File: src/rtl/wf_stopwatch_core_if.sv
// Signal bundle between the stopwatch core and its controller/display side.
// Lap signals exist only when WF_STOPWATCH_LAP_EN is defined.
interface wf_stopwatch_core_if;
    logic       tick;
    logic       start_stop;
    logic       clear_hold;
    logic [3:0] digit0;
    logic [3:0] digit1;
    logic [3:0] digit2;
    logic [3:0] digit3;
    logic [1:0] colon;
    logic       running;
    logic       overflow;
`ifdef WF_STOPWATCH_LAP_EN
    logic       lap;
    logic       lap_active;
`endif

    modport master (
`ifdef WF_STOPWATCH_LAP_EN
        output lap,
        input  lap_active,
`endif
        output tick, start_stop, clear_hold,
        input  digit0, digit1, digit2, digit3, colon, running, overflow
    );

    modport slave (
`ifdef WF_STOPWATCH_LAP_EN
        input  lap,
        output lap_active,
`endif
        input  tick, start_stop, clear_hold,
        output digit0, digit1, digit2, digit3, colon, running, overflow
    );
endinterface

File: src/rtl/wf_stopwatch_core.sv
// BCD stopwatch engine (SS.hh or MM:SS) with IDLE/RUN/PAUSE control, hold-to-clear
// and blinking separator in PAUSE. Optional lap display: define WF_STOPWATCH_LAP_EN.
module wf_stopwatch_core #(
    parameter int MMSS        = 0,
    parameter int HOLD_TICKS  = 100,
    parameter int BLINK_TICKS = 50
) (
    input  logic                 clk,
    input  logic                 reset,
    wf_stopwatch_core_if.slave   sw
);

    typedef enum logic [1:0] {IDLE, RUN, PAUSE} state_t;

    localparam logic [3:0] D1_MAX     = (MMSS != 0) ? 4'd5 : 4'd9;
    localparam logic [1:0] COLON_BASE = (MMSS != 0) ? 2'b00 : 2'b01;
    localparam logic [9:0] HOLD_MAX   = 10'(HOLD_TICKS);
    localparam logic [9:0] HOLD_LAST  = 10'(HOLD_TICKS - 1);
    localparam logic [9:0] BLINK_LAST = 10'(BLINK_TICKS - 1);

    state_t      state_q, state_d;
    logic [15:0] count_q, count_d;
    logic        overflow_q, overflow_d;
    logic [9:0]  hold_q, hold_d;
    logic [9:0]  blink_q, blink_d;
    logic        phase_q, phase_d;
    logic        running_q, running_d;
    logic        clear_evt;
    logic [16:0] count_inc;
    logic [15:0] disp;

    // Returns {wrap, d3, d2, d1, d0}; carries ripple through all digits in one step.
    function automatic logic [16:0] bcd_inc(input logic [15:0] v);
        logic [3:0] d0, d1, d2, d3;
        logic       c0, c1, c2, c3;
        d0 = v[3:0];
        d1 = v[7:4];
        d2 = v[11:8];
        d3 = v[15:12];
        c0 = (d0 == 4'd9);
        c1 = c0 && (d1 == D1_MAX);
        c2 = c1 && (d2 == 4'd9);
        c3 = c2 && (d3 == 4'd9);
        d0 = c0 ? 4'd0 : d0 + 4'd1;
        if (c0) d1 = c1 ? 4'd0 : d1 + 4'd1;
        if (c1) d2 = c2 ? 4'd0 : d2 + 4'd1;
        if (c2) d3 = c3 ? 4'd0 : d3 + 4'd1;
        return {c3, d3, d2, d1, d0};
    endfunction

    assign clear_evt = sw.clear_hold && sw.tick && (hold_q == HOLD_LAST);
    assign count_inc = bcd_inc(count_q);

    always_comb begin
        state_d    = state_q;
        count_d    = count_q;
        overflow_d = overflow_q;
        hold_d     = hold_q;
        blink_d    = blink_q;
        phase_d    = phase_q;

        // Hold counter saturates at HOLD_TICKS so a clear fires once per press.
        if (!sw.clear_hold) begin
            hold_d = '0;
        end else if (sw.tick && (hold_q != HOLD_MAX)) begin
            hold_d = hold_q + 10'd1;
        end

        if (clear_evt) begin
            state_d    = IDLE;
            count_d    = '0;
            overflow_d = 1'b0;
        end else begin
            if ((state_q == RUN) && sw.tick) begin
                count_d = count_inc[15:0];
                if (count_inc[16]) overflow_d = 1'b1;
            end
            unique case (state_q)
                IDLE:    if (sw.start_stop) state_d = RUN;
                RUN:     if (sw.start_stop) state_d = PAUSE;
                PAUSE:   if (sw.start_stop) state_d = RUN;
                default: state_d = IDLE;
            endcase
        end

        if ((state_d != PAUSE) || (state_q != PAUSE)) begin
            blink_d = '0;
            phase_d = 1'b0;
        end else if (sw.tick) begin
            if (blink_q == BLINK_LAST) begin
                blink_d = '0;
                phase_d = !phase_q;
            end else begin
                blink_d = blink_q + 10'd1;
            end
        end

        running_d = (state_d == RUN);
    end

    always_ff @(posedge clk) begin
        if (reset) begin
            state_q    <= IDLE;
            count_q    <= '0;
            overflow_q <= 1'b0;
            hold_q     <= '0;
            blink_q    <= '0;
            phase_q    <= 1'b0;
            running_q  <= 1'b0;
        end else begin
            state_q    <= state_d;
            count_q    <= count_d;
            overflow_q <= overflow_d;
            hold_q     <= hold_d;
            blink_q    <= blink_d;
            phase_q    <= phase_d;
            running_q  <= running_d;
        end
    end

`ifdef WF_STOPWATCH_LAP_EN
    logic        lap_active_q, lap_active_d;
    logic [15:0] shadow_q, shadow_d;

    always_comb begin
        lap_active_d = lap_active_q;
        shadow_d     = shadow_q;
        if (clear_evt || ((state_d == PAUSE) && (state_q != PAUSE))) begin
            lap_active_d = 1'b0;
        end else if ((state_q == RUN) && sw.lap) begin
            if (!lap_active_q) begin
                shadow_d     = count_q;
                lap_active_d = 1'b1;
            end else begin
                lap_active_d = 1'b0;
            end
        end
    end

    always_ff @(posedge clk) begin
        if (reset) begin
            lap_active_q <= 1'b0;
            shadow_q     <= '0;
        end else begin
            lap_active_q <= lap_active_d;
            shadow_q     <= shadow_d;
        end
    end

    assign disp          = lap_active_q ? shadow_q : count_q;
    assign sw.lap_active = lap_active_q;
`else
    assign disp = count_q;
`endif

    assign sw.digit0   = disp[3:0];
    assign sw.digit1   = disp[7:4];
    assign sw.digit2   = disp[11:8];
    assign sw.digit3   = disp[15:12];
    assign sw.colon    = ((state_q == PAUSE) && phase_q) ? 2'b11 : COLON_BASE;
    assign sw.running  = running_q;
    assign sw.overflow = overflow_q;

endmodule

File: src/flat_wrapper.sv
// flat-port wrapper written by rule: the top's interface ports become plain ports
module wf_stopwatch_core_flat 
#(
    parameter int MMSS        = 0,
    parameter int HOLD_TICKS  = 100,
    parameter int BLINK_TICKS = 50
)
  (clk, reset, sw_tick, sw_start_stop, sw_clear_hold, sw_digit0, sw_digit1, sw_digit2, sw_digit3, sw_colon, sw_running, sw_overflow);
  wf_stopwatch_core_if sw_i ();
  input  logic clk;
  input  logic reset;
  input wire logic [$bits(sw_i.tick)-1:0] sw_tick;
  input wire logic [$bits(sw_i.start_stop)-1:0] sw_start_stop;
  input wire logic [$bits(sw_i.clear_hold)-1:0] sw_clear_hold;
  output wire logic [$bits(sw_i.digit0)-1:0] sw_digit0;
  output wire logic [$bits(sw_i.digit1)-1:0] sw_digit1;
  output wire logic [$bits(sw_i.digit2)-1:0] sw_digit2;
  output wire logic [$bits(sw_i.digit3)-1:0] sw_digit3;
  output wire logic [$bits(sw_i.colon)-1:0] sw_colon;
  output wire logic [$bits(sw_i.running)-1:0] sw_running;
  output wire logic [$bits(sw_i.overflow)-1:0] sw_overflow;
  assign sw_i.tick = sw_tick;
  assign sw_i.start_stop = sw_start_stop;
  assign sw_i.clear_hold = sw_clear_hold;
  assign sw_digit0 = sw_i.digit0;
  assign sw_digit1 = sw_i.digit1;
  assign sw_digit2 = sw_i.digit2;
  assign sw_digit3 = sw_i.digit3;
  assign sw_colon = sw_i.colon;
  assign sw_running = sw_i.running;
  assign sw_overflow = sw_i.overflow;
  wf_stopwatch_core #(.MMSS(MMSS), .HOLD_TICKS(HOLD_TICKS), .BLINK_TICKS(BLINK_TICKS)) u_core (.clk(clk), .reset(reset), .sw(sw_i));
endmodule
File: config.mk
export PLATFORM = sky130hd
export DESIGN_NAME = wf_stopwatch_core_flat
export DESIGN_NICKNAME = d
export VERILOG_FILES = /design/src/rtl/wf_stopwatch_core_if.sv /design/src/rtl/wf_stopwatch_core.sv /design/src/flat_wrapper.sv
export SDC_FILE = /design/constraint.sdc
export NUM_CORES = 1
export LEC_CHECK = 0
export ABC_AREA = 1
export ABC_CLOCK_PERIOD_IN_PS = 1700
export CELL_PAD_IN_SITES_DETAIL_PLACEMENT = 0
export CELL_PAD_IN_SITES_GLOBAL_PLACEMENT = 1
export CORE_MARGIN = 10
export CORE_UTILIZATION = 39
export CTS_CLUSTER_DIAMETER = 50
export DETAILED_ROUTE_END_ITERATION = 6
export PLACE_DENSITY = 0.84
export SYNTH_ARGS = -nofsm -noshare
export SYNTH_HDL_FRONTEND = slang
export SYNTH_SLANG_ARGS = --single-unit
File: constraint.sdc
create_clock -name clk -period 1.7 [get_ports clk]
set_input_delay 0.34 -clock clk [delete_from_list [all_inputs] [get_ports clk]]
set_output_delay 0.34 -clock clk [all_outputs]
set_load 0.02 [all_outputs]
==> results of run 1 <==
[synthesized netlist by cell type, drive strengths merged]
cell type and count:
a21oi 15, o21bai 2, conb 1, inv 48
xnor2 1, nor3b 1, xor2 10, nand3b 2
ha 10, nand3 28, nand2 71, nor2 58
nand4 8, clkinv 1, buf 6, a31oi 1
o21ai 8, nor3 11, a22oi 1, dfxtp 41
[final cells by class]
class | instances | area, µm²
clock buffer | 5 | 68.82
clock inverter | 2 | 35.03
fill | 584 | 2771
inverter | 49 | 188.9
multi-input combinational | 228 | 1184
sequential | 41 | 820.8
tap | 72 | 90.09
timing repair buffer | 42 | 381.6
[what timing repair did]
action	4_1_cts	5_1_grt
cloned	0	0
gates resized for setup	9	3
setup endpoints to repair	9	4
pin swaps	0	1
[worst reg2reg max path, cell delays in order (launching register included)]
cell	delay, ns
dfxtp_1	0.35
inv_1	0.07
ha_1	0.19
nand3_1	0.10
nor2_1	0.06
nand2_2	0.10
nand2_2	0.16
inv_1	0.15
nand2_1	0.07
a21oi_1	0.13
[registers in the layout, summed over array words and instances (netlist names)]
name and cells:
u_core.hold_q 10, u_core.blink_q 10, u_core.count_q 16, u_core.sw.overflow 1
u_core.sw.running 1, u_core.phase_q 1, u_core.state_q 2
[worst paths after layout]
path / end / slack, ns / cells past startpoint
min: u_core.sw.overflow / 0.46 / 2
max reg2reg: u_core.hold_q[2] / 0.25 / 9
max: sw_digit0[3] / 0.06 / 1
min reg2reg: u_core.sw.overflow / 0.46 / 2
[stage by stage]
step | cell area (µm²) | total power, mW | setup slack, ns | TNS [ns] | cells
6_report | 2769 | 1.846 | 0.05694 | 0 | 439
5_1_grt | 2769 | 1.924 | 0.0006986 | 0 | 439
4_1_cts | 2761 | 1.880 | 0.01039 | 0 | 439
3_5_place_dp | 2669 | 1.124 | -0.1038 | -1.011 | 432
3_3_place_gp | 2669 | 1.125 | -0.08798 | -0.7992 | 432
2_1_floorplan | 2237 | 1.068 | 0.2932 | 0 | 324
[layer usage]
metal  vias up  global-route usage [%]  wire [µm]
met3         2                   3.735        275
met5         -                       0          0
met1       922                   13.17       2225
met4         0                   3.686         31
li1       1097                       -          -
met2        24                   18.00       2247
[report_power, final]
part | internal [mW] | switching [mW] | leakage, nW
Combinational | 0.0532 | 0.0711 | 0.835
Clock | 0.427 | 0.320 | 0.0540
Sequential | 0.969 | 0.00647 | 0.331
Total | 1.45 | 0.398 | 1.22
[logic make-up (layout without fill, tap and decap cells)]
family / count (synthesis) / in the layout / synth area share [%]
xor gates and xnor gates: 11 / 11 / 4.306
buffers and inverters: 55 / 98 / 10.40
AOI/OAI and AO/OA: 27 / 27 / 6.431
adders and majority gates: 10 / 10 / 5.593
other: 1 / 1 / 0.1676
DFF: 41 / 41 / 36.69
and+or+nand+nor: 179 / 179 / 36.41
==> results.toml, run 1 <==
[run_status]
status = "finished clean"

[power_and_ir_drop]
ir_drop_v = 0.0003953
power_density_nw_per_um2 = 666.8
p_leak_nw = 1.220

[floorplanning]
placementRows = 27
coreArea_um2 = 5540
pin_count = 25
die_w_um = 95.74
die_h_um = 95.74
initial_core_util_pct = 40.38
dieArea_um2 = 9166

[worst_setup_path]
crit_path_end_kind = "output port"
crit_path_start_kind = "flop"
arrival_ns = 1.30
reg2reg_from = "u_core.hold_q[0]"
critPathMaxFanout = 5
slowest_delay_ns = 0.63
required_ns = 1.36
cp-startpoint = "u_core.count_q[3]"
worst-setup-path-type = "flop to output port"
crit_buf_inv = 1
cp_cell_sequence = "clkdlybuf4s50_1"
crit_slowest_cell = "clkdlybuf4s50_1"
crit_family = "buffers and inverters"

[min_path]
worstHoldStart = "u_core.sw.overflow"
hold_path_class = "flop to flop"

[global_route]
antenna_found_initial = 0
grt_max_degree = 13
grt_remaining_overflow = 0
grt_use_total_pct = 10.99
grt_pass1_wl_um = 8259
grt_pass1_vias = 1908

[synthesis]
synth-seq-cells = 41
synth_top_area_cell = "dfxtp_1"
synth_fp_nets = 339
synth_area_leaders = "dfxtp_1, nand2_1, nor2_1"
synth_top_area_share_pct = 36.69
ys_warn_count = 0
ys_types = 29
syn_inst = 324
synthesis.area_um2 = 2237
ys_seq_area_share_pct = 36.69
syn_avg_cell_area_um2 = 6.905

[drt]
routed_wl_um = 4780
vias_per_cell = 4.658
ant_nets = 0
wl_per_cell_um = 10.89
drcViolationCount = 0
drt-pass1-iter-count = 4
vias = 2045
dr.first_iter.drc_count = 123

[finish]
fin_util_pct = 49.98
layout_common_cells = "nand2_1, nor2_1, inv_1, dfxtp_1, nand3_1"
layout_commonest_cell = "nand2_1"
syn_to_final_growth_pct = 23.77
nNetsFinal = 382
drive_above_1_share_pct = 10.90
antenna_cells = 0

[clocking]
clkTransAtPathRegs_ns = 0.08
clock_latency_ns = 0.28
numClockSinks = 41
cts_tree = "done"
cts-root-buf = "clkbuf_8"
holdBufCountCts = 0
cts_buffer_depth = 2
post_cts_buffers = 0
htreeDepth = 2
cts_inserted_buffers = 5

[sta]
finalHoldViolCount = 0
fin_crit_ns = 1.643
skew_ns = 0.003559
rsz0062_at_grt = "no"
fin_hold_ws_ns = 0.4585
finalSetupViolCount = 0
report.final.slew_viol_count = 0
fmax_mhz = 608.6
fin_crit_sh_pct = 96.65

[placed_design]
hpwlAfterDp_um = 3746
place.gp.congestion = 0.8012
port_buffers = 23

[flow_run]
cap_violations = 0
Power figures use the tool's default switching activity.
==> inputs of run 2 (changes only) <==
- GPL_TIMING_DRIVEN: unset -> 1
==> results of run 2 <==
The final DEF is identical to that of run 1; final timing and power are the same.
